<file path="src/rtl/lazarus_pkg.sv">
// Shared definitions for the game-speed controller: state encodings,
// divider select codes and the level-to-select mapping.
package lazarus_pkg;

    localparam int unsigned LEVEL_W   = 4;
    localparam int unsigned SCORE_W   = 14;
    localparam int unsigned LIVES_W   = 2;
    localparam int unsigned HIT_CNT_W = 8;
    localparam int unsigned SEL_W     = 4;

    typedef enum logic [1:0] {
        ST_IDLE  = 2'b00,
        ST_RUN   = 2'b01,
        ST_PAUSE = 2'b10,
        ST_OVER  = 2'b11
    } gameState_e;

    localparam logic [SEL_W-1:0] SEL_SLOW = 4'd0;
    localparam logic [SEL_W-1:0] SEL_TEST = 4'd1;
    localparam logic [SEL_W-1:0] SEL_BASE = 4'd2;

    localparam int unsigned SCORE_MAX_DEF = 9999;

    // Level 0 uses the slowest rate; level k maps to code k+1, skipping the test rate.
    function automatic logic [SEL_W-1:0] levelToSel(input logic [LEVEL_W-1:0] lvl);
        if (lvl == '0) begin
            return SEL_SLOW;
        end
        return SEL_BASE + SEL_W'(lvl - LEVEL_W'(1));
    endfunction

endpackage

</file>
<file path="src/rtl/level_ctrl_rise_detect.sv">
// Registers a level input and flags the cycle in which it goes from low to high.
module rise_detect
    import lazarus_pkg::*;
(
    input  logic Clk,
    input  logic Rst,
    input  logic D,
    output logic Rise_c
);

    logic dQ;

    always_ff @(posedge Clk) begin
        if (Rst) begin
            dQ <= 1'b0;
        end else begin
            dQ <= D;
        end
    end

    assign Rise_c = D & ~dQ;

endmodule

</file>
<file path="src/rtl/level_ctrl.sv">
// Game-speed controller: game state machine, hit/level/lives/score tracking,
// and step-enable generation from the divider's slow square wave.
module level_ctrl
    import lazarus_pkg::*;
#(
    parameter int unsigned HITS_PER_LEVEL = 10,
    parameter int unsigned MAX_LEVEL      = 9,
    parameter int unsigned START_LEVEL    = 0,
    parameter int unsigned LIVES_INIT     = 3,
    parameter int unsigned SCORE_MAX      = SCORE_MAX_DEF
) (
    input  logic               Clk,
    input  logic               Rst,
    input  logic               Start,
    input  logic               Pause,
    input  logic               Hit,
    input  logic               Miss,
    input  logic               Tick,
    output logic [SEL_W-1:0]   LevelSel,
    output logic [LEVEL_W-1:0] Level,
    output logic [SCORE_W-1:0] Score,
    output logic [LIVES_W-1:0] Lives,
    output logic [1:0]         State,
    output logic               StepEn,
    output logic               LevelUp,
    output logic               GameOver
);

    gameState_e             curState;
    logic [HIT_CNT_W-1:0]   hitCnt;
    logic                   tickRise;

    rise_detect u_tickEdge (
        .Clk    (Clk),
        .Rst    (Rst),
        .D      (Tick),
        .Rise_c (tickRise)
    );

    assign State = curState;

    always_ff @(posedge Clk) begin
        if (Rst) begin
            curState <= ST_IDLE;
            Level    <= LEVEL_W'(START_LEVEL);
            Score    <= '0;
            Lives    <= LIVES_W'(LIVES_INIT);
            hitCnt   <= '0;
            LevelSel <= levelToSel(LEVEL_W'(START_LEVEL));
            StepEn   <= 1'b0;
            LevelUp  <= 1'b0;
            GameOver <= 1'b0;
        end else begin
            StepEn   <= (curState == ST_RUN) && tickRise;
            LevelUp  <= 1'b0;
            // Rewriting the same code each cycle keeps the divider from re-syncing.
            LevelSel <= levelToSel(Level);

            case (curState)
                ST_IDLE, ST_OVER: begin
                    if (Start) begin
                        curState <= ST_RUN;
                        Level    <= LEVEL_W'(START_LEVEL);
                        Score    <= '0;
                        Lives    <= LIVES_W'(LIVES_INIT);
                        hitCnt   <= '0;
                        GameOver <= 1'b0;
                    end
                end

                ST_RUN: begin
                    if (Hit) begin
                        if (Score < SCORE_W'(SCORE_MAX)) begin
                            Score <= Score + SCORE_W'(1);
                        end
                        if (hitCnt == HIT_CNT_W'(HITS_PER_LEVEL - 1)) begin
                            hitCnt <= '0;
                            if (Level < LEVEL_W'(MAX_LEVEL)) begin
                                Level   <= Level + LEVEL_W'(1);
                                LevelUp <= 1'b1;
                            end
                        end else begin
                            hitCnt <= hitCnt + HIT_CNT_W'(1);
                        end
                    end

                    if (Miss && (Lives != '0)) begin
                        Lives <= Lives - LIVES_W'(1);
                    end

                    // Losing the last life outranks a simultaneous pause request.
                    if (Miss && (Lives == LIVES_W'(1))) begin
                        curState <= ST_OVER;
                        GameOver <= 1'b1;
                    end else if (Pause) begin
                        curState <= ST_PAUSE;
                    end
                end

                ST_PAUSE: begin
                    if (Pause) begin
                        curState <= ST_RUN;
                    end
                end
            endcase
        end
    end

endmodule
</file>
<file path="config.mk">
export PLATFORM = sky130hd
export DESIGN_NAME = level_ctrl
export DESIGN_NICKNAME = d
export VERILOG_FILES = /design/src/rtl/lazarus_pkg.sv /design/src/rtl/level_ctrl_rise_detect.sv /design/src/rtl/level_ctrl.sv
export SDC_FILE = /design/constraint.sdc
export NUM_CORES = 1
export LEC_CHECK = 0
export BUFFER_PORTS_ARGS = -buffer_cell sky130_fd_sc_hd__buf_2
export CORE_AREA = 2 2 75 77
export CTS_CLUSTER_DIAMETER = 100
export DETAILED_ROUTE_END_ITERATION = 6
export DIE_AREA = 0 0 77 79
export RECOVER_POWER = 50
export SYNTH_ARGS = -nofsm -noshare
export SYNTH_HDL_FRONTEND = slang
export SYNTH_SLANG_ARGS = --single-unit
</file>
<file path="constraint.sdc">
create_clock -name Clk -period 1.9 [get_ports Clk]
set_input_delay 0.285 -clock Clk [delete_from_list [all_inputs] [get_ports Clk]]
set_output_delay 0.285 -clock Clk [all_outputs]
set_load 0.02 [all_outputs]
</file>
==> impl_metrics.json, run 1 <==
{
  "outcome": "finished with violations",
  "failed_checks": "negative setup slack",
  "cts_made_buffers": 5,
  "hold_path_depth": 2,
  "ys_ff_latch": 38,
  "setup.worst_path.start_class": "register",
  "ant_nets": 0,
  "track_usage": 0.209,
  "worstSetupPathType": "register to register",
  "holdCritPathClass": "input pin to register",
  "p_per_area_nw_per_um2": 795,
  "synthToLayoutAreaGrowth_pct": 36.4,
  "post-route-period-util": 1.07,
  "placementRows": 27,
  "hold_path.startpoint": "Pause",
  "max_slew_margin": 0.424,
  "tightest_slew_ns": 0.864,
  "skew_ns": 0.00635,
  "grt_pass1_vias": 2028,
  "ys_warn_count": 0,
  "insertion_delay_ns": 0.29,
  "cts_max_level": 2,
  "rsz0062_at_grt": "true",
  "cellLeakagePower_nw": 1.10,
  "drt-wirelength-per-cell_um": 15.9,
  "synth_cell_type_count": 54,
  "drt-total-wl_um": 6120,
  "synth_seq_area_share": 0.367,
  "via_per_inst": 5.66,
  "post_cts_buffers": 0,
  "reg2reg_to": "Score[9]",
  "syn-cell-area_um2": 2070,
  "clkTransAtPathRegs_ns": 0.08,
  "grt-ovfl-total": 0,
  "syn_avg_cell_area_um2": 8.70,
  "finalCriticalPeriod_ns": 2.04,
  "vias": 2172,
  "syn_nets": 254,
  "final_cell_mix": "buf_4 (36), dfxtp_1 (33), clkbuf_1 (24)",
  "dr.pass1.iters": 4,
  "setup_violations": 4,
  "r2r-start": "Score[5]",
  "dp_slack_ns": -0.0821,
  "initial_core_util": 0.388,
  "critPathRequiredTime_ns": 2.14,
  "synth_edf_count": 0,
  "power_w": 0.00225,
  "dieWidth_um": 77,
  "r2r_slack_ns": -0.14,
  "maxCapViolCount": 0,
  "worstHoldEndpoint": "State[0]",
  "final_net_count": 327,
  "synthArstFlopShare": 0,
  "synth_flop_cell": "dfxtp_1",
  "clock_tree.root_cell": "clkbuf_8",
  "final_common_cell": "buf_4",
  "max_freq_mhz": 490,
  "final_layout_size_suffix_gt1_frac": 0.272,
  "clock_tree.buffer_depth": 2,
  "grt_pass1_wl_um": 10100,
  "n_antenna_cell": 0,
  "cts.sinks": 38,
  "cp_data_arrival_time_ns": 2.28,
  "cts_tree": "yes",
  "r2r_cells": 4,
  "synthCells": 238,
  "finalHoldViolations": 0,
  "crit_fanout": 5,
  "ir_drop_v": 0.000412,
  "worst_slack_ns": -0.141,
  "first_iter_violations": 143,
  "crit_path_end_kind": "register",
  "die_area_um2": 6080,
  "grt_max_degree": 20,
  "io-pin-count": 36,
  "antenna_found_initial": 0,
  "place.gp.congestion": 0.870,
  "slew_violations": 0,
  "drc": 0,
  "place_hpwl_um": 4330,
  "portBuffers": 35,
  "die_height_um": 79,
  "design.core.area_um2": 5340
}
==> cells by family after synthesis <==
family          count (synthesis)  share of synthesized area
xor+xnor                        2                    0.00846
compound gates                 69                      0.252
simple gates                   93                      0.259
buf+inv                        25                     0.0489
fa+ha+maj                       9                     0.0544
mux                             2                     0.0103
flops                          38                      0.367
==> state kept, by name, indices dropped and copies added, names as in the netlist <==
name and flops:
Score 14, hitCnt 8, LevelSel 4, Level 4, Lives 2, State 2, GameOver 1, LevelUp 1
StepEn 1, u_tickEdge.dQ 1
==> power by group <==
part	total [W]	internal [W]	switching, W	leakage [nW]
clock network	0.000855	0.000560	0.000295	0.0714
logic	0.000550	0.000238	0.000312	0.721
registers	0.000841	0.000821	0.0000195	0.309
==> how the worst max path moves through the flow <==
stage	start	end	slack (ns)	cells after the start
floorplan	Score[5]	Score[9]	-0.14	5
global placement	Score[5]	Score[7]	-0.08	5
detailed placement	Score[5]	Score[5]	-0.08	4
CTS	Score[5]	Score[9]	-0.07	4
global route	Score[5]	Score[9]	-0.15	4
finish	Score[5]	Score[9]	-0.14	4
==> worst max-delay path: stages, from the launching register on <==
cell	delay, ns
dfxtp_2	0.33
or4_4	0.54
or4_4	0.48
a2111oi_0	0.48
a31o_1	0.16
==> cells in the mapped netlist (2+ instances only) <==
library cell	instances	area share
a311oi_1	5	0.021
a32oi_1	2	0.0085
nor2b_1	3	0.0091
nand4_1	6	0.018
a211oi_1	3	0.011
nor3_1	3	0.0072
nand3_1	15	0.036
and3_1	12	0.036
a31oi_1	5	0.015
o2111ai_1	6	0.025
or4_4	2	0.011
and2_1	4	0.012
a211o_1	2	0.0085
o221ai_1	3	0.013
nand3b_1	4	0.015
xnor2_1	2	0.0085
clkbuf_1	8	0.015
a41oi_1	3	0.013
dfxtp_1	38	0.37
nand2b_1	7	0.021
a21oi_1	9	0.022
inv_1	16	0.029
a2111oi_0	4	0.017
nand2_1	14	0.025
o21ai_0	6	0.015
nor2_1	11	0.020
ha_1	9	0.054
o22ai_1	2	0.0060
nor3b_1	3	0.011
o31ai_1	3	0.011
a21o_1	2	0.0072
o211ai_1	3	0.011
a31o_1	2	0.0085
==> layer usage <==
layer / vias up / GRT usage / share of wire
met5: - / 0 / 0
met4: 0 / 0.0714 / 0.013
met3: 7 / 0.0386 / 0.070
met2: 77 / 0.331 / 0.47
met1: 1021 / 0.287 / 0.45
li1: 1067 / - / -
==> metrics by stage <==
| stage | hold WS [ns] | cells | util | cell area, µm² | TNS (ns) |
|---|---|---|---|---|---|
| 5_1_grt | 0.195 | 384 | 0.529 | 2820 | -0.588 |
| 6_report | 0.192 | 384 | 0.529 | 2820 | -0.270 |
| 3_3_place_gp | 0.378 | 375 | 0.489 | 2610 | -0.272 |
| 2_1_floorplan | 0.372 | 238 | - | 2080 | -0.705 |
| 3_5_place_dp | 0.393 | 375 | 0.489 | 2610 | -0.389 |
| 4_1_cts | 0.186 | 384 | 0.525 | 2800 | -0.200 |
==> layout make-up <==
class / instances / area [µm²]
Tap cell: 72 / 90.1
Clock buffer: 6 / 82.6
Timing Repair Buffer: 74 / 452
Inverter: 16 / 60.1
Sequential cell: 38 / 767
Clock inverter: 2 / 60.1
Fill cell: 524 / 2510
Multi-Input combinational cell: 176 / 1310
==> what timing repair did <==
item / in CTS / in global routing
setup endpoints to repair: 14 / 19
pin swaps: 0 / 2
endpoints found under the hold margin: 0 / 0
cloned: 1 / 0
resized for setup: 12 / 9
hold buffers: 0 / 0
No activity file was read; power rests on OpenSTA's default activity.
==> run 2: changes to the inputs <==
--- a/config.mk
+++ b/config.mk
@@ -6,10 +6,10 @@
 export NUM_CORES = 1
 export LEC_CHECK = 0
 export BUFFER_PORTS_ARGS = -buffer_cell sky130_fd_sc_hd__buf_2
-export CORE_AREA = 2 2 75 77
+export CORE_AREA = 2 2 87 68
 export CTS_CLUSTER_DIAMETER = 100
 export DETAILED_ROUTE_END_ITERATION = 6
-export DIE_AREA = 0 0 77 79
+export DIE_AREA = 0 0 89 70
 export RECOVER_POWER = 50
 export SYNTH_ARGS = -nofsm -noshare
 export SYNTH_HDL_FRONTEND = slang
==> run 2 against run 1 <==
  * The run still ends with negative setup slack left
  * Setup slack improved by 0.061 ns
  * Utilization fell by 1.2 points
  * Worst hold slack improved by 0.0080 ns
  * Final area increased by 1.2%
  * First-iteration DRC count up 36%
  * Clock power is 17% lower
  * Critical endpoint unchanged
  * Highest routed layer unchanged
==> impl_metrics.json, run 2 (synthesis results as in run 1) <==
{
  "p_seq_frac": 0.397,
  "reg_top3": "Score: 14 flops, hitCnt: 8 flops",
  "setup_violations": 8,
  "grt_max_degree": 21,
  "skew_ns": 0.00920,
  "final_cell_mix": "buf_4 (40), dfxtp_1 (32), clkbuf_1 (26)",
  "dpl.cell_count": 384,
  "final_cell_area_um2": 2860,
  "antenna_found_initial": 0,
  "cts.sinks": 38,
  "drt-wirelength-per-cell_um": 15.9,
  "dp_slack_ns": -0.0880,
  "fillCellCount": 541,
  "n_antenna_cell": 0,
  "clock_tree.root_cell": "clkbuf_8",
  "crit_fanout": 5,
  "p_per_area_nw_per_um2": 741,
  "drc": 0,
  "setup_tns_ns": -0.240,
  "seq_area_um2": 768,
  "dr.pass1.iters": 5,
  "tightest_slew_ns": 0.968,
  "finalHoldViolations": 0,
  "largest_register_ffs": 14,
  "multiInputGateArea_um2": 1340,
  "cts_tree": "yes",
  "failed_checks": "negative setup slack",
  "maxCapViolCount": 0,
  "pwr-share-clk": 0.336,
  "grt_pass1_vias": 1965,
  "cp_data_arrival_time_ns": 2.21,
  "max_freq_mhz": 505,
  "clock_tree.buffer_depth": 2,
  "place.gp.congestion": 0.948,
  "outcome": "finished with violations",
  "critPathRequiredTime_ns": 2.13,
  "worst_slack_ns": -0.0796,
  "grt_pass1_wl_um": 9790,
  "insertion_delay_ns": 0.29,
  "via_per_inst": 5.78,
  "rsz0062_at_grt": "true",
  "first_iter_violations": 194,
  "portBuffers": 35,
  "track_usage": 0.202,
  "cellLeakagePower_nw": 1.11,
  "worstSetupPathType": "register to register",
  "max_slew_margin": 0.354,
  "crit_path_end_kind": "register",
  "cts_max_level": 2,
  "final_net_count": 331,
  "instances_no_fill": 393,
  "final_layout_size_suffix_gt1_frac": 0.292,
  "swShare": 0.297,
  "placementRows": 24,
  "p_comb_frac": 0.267,
  "initial_core_util": 0.375,
  "grt-ovfl-total": 0,
  "die_height_um": 70,
  "place_hpwl_um": 4450,
  "slew_violations": 0,
  "power.internal_w": 0.00149,
  "placed_cell_area_um2": 2630,
  "holdCritPathClass": "input pin to register",
  "fin_util": 0.517,
  "setup.worst_path.start_class": "register",
  "cts_made_buffers": 5,
  "regMostFlops": "Score",
  "finalCriticalPeriod_ns": 1.98,
  "die_area_um2": 6230,
  "drt-total-wl_um": 6250,
  "dieWidth_um": 89,
  "ir_drop_v": 0.000478,
  "clkTransAtPathRegs_ns": 0.07,
  "vias": 2270,
  "ant_nets": 0,
  "final_common_cell": "buf_4",
  "p_switching_w": 0.000629,
  "io-pin-count": 36,
  "post-route-period-util": 1.04,
  "design.core.area_um2": 5530,
  "synthToLayoutAreaGrowth_pct": 37.9
}
## run 2: cell types whose count changed in the layout (fill, tap and decap cells not counted), sizes merged
cell / delta
buf: +2
bufinv: -1
clkbuf: +2
## run 2: cell type report
cell class                      count  area share
Clock buffer                        6      0.0289
Clock inverter                      1      0.0105
Inverter                           16      0.0210
Multi-Input combinational cell    176       0.469
Sequential cell                    38       0.269
Tap cell                           78      0.0342
Timing Repair Buffer               78       0.168
## run 2: repair_timing
action                     4_1_cts  5_1_grt
gates cloned                     1        0
resized for setup               13       14
hold buffers                     0        0
setup endpoints to repair       11       20
setup buffers                    0        1
pin swaps                        1        0
## run 2: power by group through the flow
stage	sequential, W	clock [W]	combinational (W)
global placement	0.000856	0	0.000518
CTS	0.000838	0.000724	0.000538
floorplan	0.000883	0	0.000261
finish	0.000841	0.000711	0.000565
global route	0.000844	0.000760	0.000617
detailed placement	0.000856	0	0.000520
## run 2: worst max-delay path, cell delays in order, from the launching register on
cell and delay, ns:
dfxtp_2 0.32, or4_4 0.55, or4_4 0.48, a2111oi_1 0.43, a31o_1 0.14
## run 2: final timing paths
check | from | end | slack, ns | cells past startpoint
worst max-delay path | Score[5] | Score[9] | -0.08 | 4
worst min-delay path | Pause | State[0] | 0.20 | 2
worst max register to register | Score[5] | Score[9] | -0.08 | 4
worst min register to register | u_tickEdge.dQ | StepEn | 0.39 | 1
## run 2: metrics by stage
stage               hold WS, ns  power, W
floorplan                 0.372   0.00114
finish                    0.200   0.00212
detailed placement        0.378   0.00138
global placement          0.376   0.00137
CTS                       0.193   0.00210
global route              0.212   0.00222
## run 2: per-layer routing
metal	part of all wire	track usage	vias to the layer above	wire, µm
li1	-	-	1077	-
met1	0.48	0.318	1059	2970
met2	0.42	0.279	123	2630
met3	0.087	0.0366	11	544
met4	0.016	0.0580	0	100
met5	0	0	-	0
